`src/rtl/aes_key_schedule_seq.sv`:
```
// Sequential AES key expansion: one 32-bit schedule word per clock into allKeys.
// Round key 0 sits at the MSBs, and the whole schedule is held stable while done is high.
module aes_key_schedule_seq #(
  parameter int Nk = 4,
  parameter int Nr = 10
) (
  input  logic                    clk,
  input  logic                    reset,
  input  logic [Nk*32-1:0]        key,
  input  logic                    start,
  output logic                    busy,
  output logic                    done,
  output logic [(Nr+1)*128-1:0]   allKeys,
  output logic                    state
);

  localparam int NW = 4 * (Nr + 1);
  localparam logic IDLE   = 1'b0;
  localparam logic EXPAND = 1'b1;

  localparam logic [7:0] SBOX [256] = '{
    8'h63, 8'h7c, 8'h77, 8'h7b, 8'hf2, 8'h6b, 8'h6f, 8'hc5, 8'h30, 8'h01, 8'h67, 8'h2b, 8'hfe, 8'hd7, 8'hab, 8'h76,
    8'hca, 8'h82, 8'hc9, 8'h7d, 8'hfa, 8'h59, 8'h47, 8'hf0, 8'had, 8'hd4, 8'ha2, 8'haf, 8'h9c, 8'ha4, 8'h72, 8'hc0,
    8'hb7, 8'hfd, 8'h93, 8'h26, 8'h36, 8'h3f, 8'hf7, 8'hcc, 8'h34, 8'ha5, 8'he5, 8'hf1, 8'h71, 8'hd8, 8'h31, 8'h15,
    8'h04, 8'hc7, 8'h23, 8'hc3, 8'h18, 8'h96, 8'h05, 8'h9a, 8'h07, 8'h12, 8'h80, 8'he2, 8'heb, 8'h27, 8'hb2, 8'h75,
    8'h09, 8'h83, 8'h2c, 8'h1a, 8'h1b, 8'h6e, 8'h5a, 8'ha0, 8'h52, 8'h3b, 8'hd6, 8'hb3, 8'h29, 8'he3, 8'h2f, 8'h84,
    8'h53, 8'hd1, 8'h00, 8'hed, 8'h20, 8'hfc, 8'hb1, 8'h5b, 8'h6a, 8'hcb, 8'hbe, 8'h39, 8'h4a, 8'h4c, 8'h58, 8'hcf,
    8'hd0, 8'hef, 8'haa, 8'hfb, 8'h43, 8'h4d, 8'h33, 8'h85, 8'h45, 8'hf9, 8'h02, 8'h7f, 8'h50, 8'h3c, 8'h9f, 8'ha8,
    8'h51, 8'ha3, 8'h40, 8'h8f, 8'h92, 8'h9d, 8'h38, 8'hf5, 8'hbc, 8'hb6, 8'hda, 8'h21, 8'h10, 8'hff, 8'hf3, 8'hd2,
    8'hcd, 8'h0c, 8'h13, 8'hec, 8'h5f, 8'h97, 8'h44, 8'h17, 8'hc4, 8'ha7, 8'h7e, 8'h3d, 8'h64, 8'h5d, 8'h19, 8'h73,
    8'h60, 8'h81, 8'h4f, 8'hdc, 8'h22, 8'h2a, 8'h90, 8'h88, 8'h46, 8'hee, 8'hb8, 8'h14, 8'hde, 8'h5e, 8'h0b, 8'hdb,
    8'he0, 8'h32, 8'h3a, 8'h0a, 8'h49, 8'h06, 8'h24, 8'h5c, 8'hc2, 8'hd3, 8'hac, 8'h62, 8'h91, 8'h95, 8'he4, 8'h79,
    8'he7, 8'hc8, 8'h37, 8'h6d, 8'h8d, 8'hd5, 8'h4e, 8'ha9, 8'h6c, 8'h56, 8'hf4, 8'hea, 8'h65, 8'h7a, 8'hae, 8'h08,
    8'hba, 8'h78, 8'h25, 8'h2e, 8'h1c, 8'ha6, 8'hb4, 8'hc6, 8'he8, 8'hdd, 8'h74, 8'h1f, 8'h4b, 8'hbd, 8'h8b, 8'h8a,
    8'h70, 8'h3e, 8'hb5, 8'h66, 8'h48, 8'h03, 8'hf6, 8'h0e, 8'h61, 8'h35, 8'h57, 8'hb9, 8'h86, 8'hc1, 8'h1d, 8'h9e,
    8'he1, 8'hf8, 8'h98, 8'h11, 8'h69, 8'hd9, 8'h8e, 8'h94, 8'h9b, 8'h1e, 8'h87, 8'he9, 8'hce, 8'h55, 8'h28, 8'hdf,
    8'h8c, 8'ha1, 8'h89, 8'h0d, 8'hbf, 8'he6, 8'h42, 8'h68, 8'h41, 8'h99, 8'h2d, 8'h0f, 8'hb0, 8'h54, 8'hbb, 8'h16
  };

  function automatic logic [31:0] sub_word(input logic [31:0] w);
    return {SBOX[w[31:24]], SBOX[w[23:16]], SBOX[w[15:8]], SBOX[w[7:0]]};
  endfunction

  // win[0] is w[i-Nk] (oldest); win[Nk-1] is w[i-1]. phase tracks i mod Nk.
  logic [31:0] win [Nk];
  logic [5:0]  idx;
  logic [2:0]  phase;
  logic [7:0]  rcon;
  logic [31:0] temp;
  logic [31:0] new_word;

  always_comb begin
    temp = win[Nk-1];
    if (phase == 3'd0)
      temp = sub_word({win[Nk-1][23:0], win[Nk-1][31:24]}) ^ {rcon, 24'h0};
    else if (Nk == 8 && phase == 3'd4)
      temp = sub_word(win[Nk-1]);
    new_word = win[0] ^ temp;
  end

  // Handshake: start is accepted only on a posedge with busy=0 (IDLE). busy stays
  // high until the final word is written. On that same edge done rises, and it
  // stays high until the next accepted start.
  always_ff @(posedge clk or negedge reset) begin
    if (!reset) begin
      state   <= IDLE;
      busy    <= 1'b0;
      done    <= 1'b0;
      allKeys <= '0;
      idx     <= '0;
      phase   <= '0;
      rcon    <= 8'h01;
      for (int k = 0; k < Nk; k++) win[k] <= '0;
    end else if (state == IDLE) begin
      if (start) begin
        allKeys[(Nr+1)*128-1 -: Nk*32] <= key;
        for (int k = 0; k < Nk; k++) win[k] <= key[(Nk-k)*32-1 -: 32];
        idx   <= 6'(Nk);
        phase <= '0;
        rcon  <= 8'h01;
        done  <= 1'b0;
        busy  <= 1'b1;
        state <= EXPAND;
      end
    end else begin
      allKeys[(NW - int'(idx))*32 - 1 -: 32] <= new_word;
      for (int k = 0; k < Nk - 1; k++) win[k] <= win[k+1];
      win[Nk-1] <= new_word;
      if (phase == 3'(Nk - 1)) phase <= '0;
      else                     phase <= phase + 3'd1;
      if (phase == 3'd0) rcon <= {rcon[6:0], 1'b0} ^ (rcon[7] ? 8'h1b : 8'h00);
      idx <= idx + 6'd1;
      if (idx == 6'(NW - 1)) begin
        busy  <= 1'b0;
        done  <= 1'b1;
        state <= IDLE;
      end
    end
  end

endmodule
```
`config.mk`:
```
export PLATFORM = sky130hd
export DESIGN_NAME = aes_key_schedule_seq
export DESIGN_NICKNAME = d
export VERILOG_FILES = /design/src/rtl/aes_key_schedule_seq.sv
export SDC_FILE = /design/constraint.sdc
export NUM_CORES = 2
export LEC_CHECK = 0
export BUFFER_PORTS_ARGS = -buffer_cell sky130_fd_sc_hd__buf_4
export CAP_MARGIN = 20
export CORE_AREA = 2 2 606 608
export DETAILED_ROUTE_END_ITERATION = 7
export DIE_AREA = 0 0 608 610
export MAX_ROUTING_LAYER = met4
export PLACE_DENSITY_LB_ADDON = 0.12
export SYNTH_ARGS = -nofsm -noshare
export SYNTH_HDL_FRONTEND = slang
export SYNTH_SLANG_ARGS = --single-unit
```
`constraint.sdc`:
```
create_clock -name clk -period 5.7 [get_ports clk]
set_input_delay 0 -clock clk [delete_from_list [all_inputs] [get_ports clk]]
set_output_delay 0 -clock clk [all_outputs]
set_load 0.02 [all_outputs]
```
==> impl_metrics.env <==
export IMPL_outcome="finished clean"
export IMPL_synth_xor_xnor_area_share_pct=0.5349
export IMPL_slew_viol_final=0
export IMPL_finalNetCount=9515
export IMPL_synthCells=7780
export IMPL_end_kind="flop"
export IMPL_avgRoutedWirePerCell_um=33.44
export IMPL_wl_mm=478.9
export IMPL_root_buffer="clkbuf_16"
export IMPL_synth_top_family_by_area="compound AO/OA/AOI/OAI gates"
export IMPL_yosysSeqAreaShare_pct=53.35
export IMPL_dp_hpwl_mm=335.4
export IMPL_initial_core_util_pct=20.03
export IMPL_crit_path_start_kind="flop"
export IMPL_die_h_um=610
export IMPL_fmax_mhz=183.5
export IMPL_drt_pass1_iter_count=6
export IMPL_cp_required_ps=6470
export IMPL_arrival_ps=6220
export IMPL_clockBufferDepth=4
export IMPL_placed_cell_area_um2=91430
export IMPL_drc=0
export IMPL_ys_types=101
export IMPL_cap_violations=0
export IMPL_ys_ff_latch=1556
export IMPL_cts_tree="built"
export IMPL_io_pins=1542
export IMPL_finClkSkew_ps=109.1
export IMPL_core_area_um2=364400
export IMPL_async_flop_share_pct=100.0
export IMPL_dieArea_um2=370900
export IMPL_port_buffers=1541
export IMPL_htreeDepth=4
export IMPL_synthSimpleGateAreaFrac_pct=14.79
export IMPL_die_w_um=608
export IMPL_globalRouteTotalUtil_pct=25.64
export IMPL_post_route_min_period_ps=5450
export IMPL_synth_area_per_cell_um2=9.381
export IMPL_dr_first_iter_drc_count=6934
export IMPL_area_growth_pct=38.17
export IMPL_via_count=70020
export IMPL_synth_compound_area_share_pct=22.16
export IMPL_critPathMaxFanout=13
export IMPL_drtAntennaViolNets=0
export IMPL_mostFrequentLayoutCell="buf_4"
export IMPL_netlist_area_um2=72980
export IMPL_drive_above_1_share_pct=26.55
export IMPL_clkTransAtPathRegs_ps=60
export IMPL_syn_num_nets=7978
export IMPL_grt_max_degree=168
export IMPL_hold_viol_final=0
export IMPL_cts_sinks=1556
export IMPL_final_setup_tns_ps=0
export IMPL_clkLatencyLatePin_ps=950
export IMPL_rsz0062_at_grt="no"
export IMPL_mostFrequentLayoutCells="buf_4, nand2_1, dfrtp_1"
export IMPL_synth_fa_ha_area_share_pct=1.149
export IMPL_fillers=38940
export IMPL_rows=222
export IMPL_hold_class="input port to flop"
export IMPL_critPathKind="flop to flop"
export IMPL_finish_instance_area_um2=100800
export IMPL_fin_crit_sh_pct=95.61
export IMPL_ys_flop_type="dfrtp_1"
export IMPL_antenna_found_initial=59
export IMPL_relSlewSlack_pct=17.22
export IMPL_gp_congestion=0.8949
export IMPL_cts_made_buffers=195
export IMPL_gr_total_overflow=0
export IMPL_synth_edf_count=0
export IMPL_ys_warn_count=0
export IMPL_avgViaCountPerCell=4.889
export IMPL_worstMarginPinSlew_ps=1233
export IMPL_grt_pass1_vias=68540
export IMPL_muxShareOfSynthArea_pct=3.142
export IMPL_setup_viol=0
export IMPL_grt_pass1_wl_mm=640.9
-- logic make-up (layout without fill, tap and decap cells) --
group | Yosys count | count (layout)
buffers and inverters | 842 | 2544
AOI/OAI and AO/OA | 2657 | 2657
xor gates and xnor gates | 40 | 40
and+or+nand+nor | 2473 | 2473
other | 0 | 23
adders and majority gates | 67 | 67
muxes | 145 | 145
DFF | 1556 | 1556
-- area by class of cell --
class | count | area (um2) | area share (%)
Antenna cell | 23 | 57.56 | 0.05708
Clock buffer | 286 | 5733 | 5.685
Clock inverter | 76 | 1072 | 1.063
Inverter | 60 | 227.7 | 0.2258
Multi-Input combinational cell | 5382 | 31180 | 30.92
Sequential cell | 1556 | 38970 | 38.65
Tap cell | 4816 | 6026 | 5.976
Timing Repair Buffer | 2122 | 17570 | 17.43
-- Yosys cell counts, types with 33 or more instances --
library cell  instances  area [um2]
a221oi_1             68       595.6
and2_1               33       206.5
o211ai_1             52       390.4
or2_2                40       250.2
buf_2               116       580.6
a311oi_1             38       332.8
o21ai_1              47       235.2
o21ai_0            1457        7292
nor2_1              189       709.4
o21ai_2              40       350.3
a211oi_1             69       518.0
ha_1                 67       838.3
mux4_2               65        1464
dfrtp_1            1555       38910
clkbuf_1            594        2230
nand2b_1             85       531.8
nor3_1               87       435.4
nor2b_1              96       600.6
buf_1                33       123.9
nand3_1             124       620.6
o22ai_1              33       206.5
a21oi_1             236        1181
a22oi_1             166        1246
o31ai_1             106       795.8
mux2i_1              57       570.6
nand2_1            1647        6182
inv_1                47       176.4
a31oi_1              45       281.5
-- critical path, cell delays in order (launching register included) --
cell	delay, ps
dfrtp_1	490
inv_1	140
ha_1	470
and3b_1	270
a22o_1	200
a31o_2	280
nand2_1	140
inv_1	100
ha_4	260
nor4b_1	430
and4b_1	310
o221ai_1	310
nor2_1	450
nand2_1	720
nor4_1	550
buf_4	180
nor2_1	40
-- path summary, 6_finish.rpt --
path | start | cells after the start | endpoint | slack [ps]
hold reg to reg | win[59] | 2 | win[91] | 440
hold / removal | key[74] | 4 | win[74] | 50
min in group asynchronous | reset | 4 | allKeys[658] | 500
max in group asynchronous | reset | 5 | allKeys[740] | 3900
setup reg to reg | idx[1] | 16 | allKeys[1303] | 250
setup / recovery | idx[1] | 16 | allKeys[1303] | 250
-- metal layers --
metal  share of wire, %  routed length, um  GRT usage, %  vias to the layer above
li1                   -                  -             -                    30630
met1                 41             194900         31.15                    35960
met2                 49             233200         42.49                     2882
met3                7.0              33650         5.384                      554
met4                3.6              17220         7.980                        0
met5                  0                  0             -                        -
-- sequential cells by signal, summed over array words and instances (netlist names) --
register	flops
busy	1
allKeys	1408
rcon	8
phase	3
state	1
win	128
idx	6
done	1
-- repair_timing --
action | in CTS | in global routing
buffers inserted | 0 | 0
hold buffers | 247 | 0
endpoints found under the hold margin | 1422 | 0
gates resized for setup | 0 | 0
-- stage by stage --
| stage | worst slack, ps | util [%] | hold slack, ps | cells |
|---|---|---|---|---|
| 5_1_grt | 30.72 | 27.66 | 34.61 | 14300 |
| 4_1_cts | 316.1 | 27.64 | 0.4365 | 14300 |
| 2_1_floorplan | 1188 | - | -295.6 | 7780 |
| 3_5_place_dp | 287.3 | 25.09 | -20.05 | 13690 |
| 3_3_place_gp | 178.1 | 25.08 | -22.02 | 13690 |
| 6_report | 250.3 | 27.67 | 51.12 | 14320 |
Power is left out: the tool's default activity adds up to more than one toggle a clock period on the data nets, which glitch-free logic cannot reach.
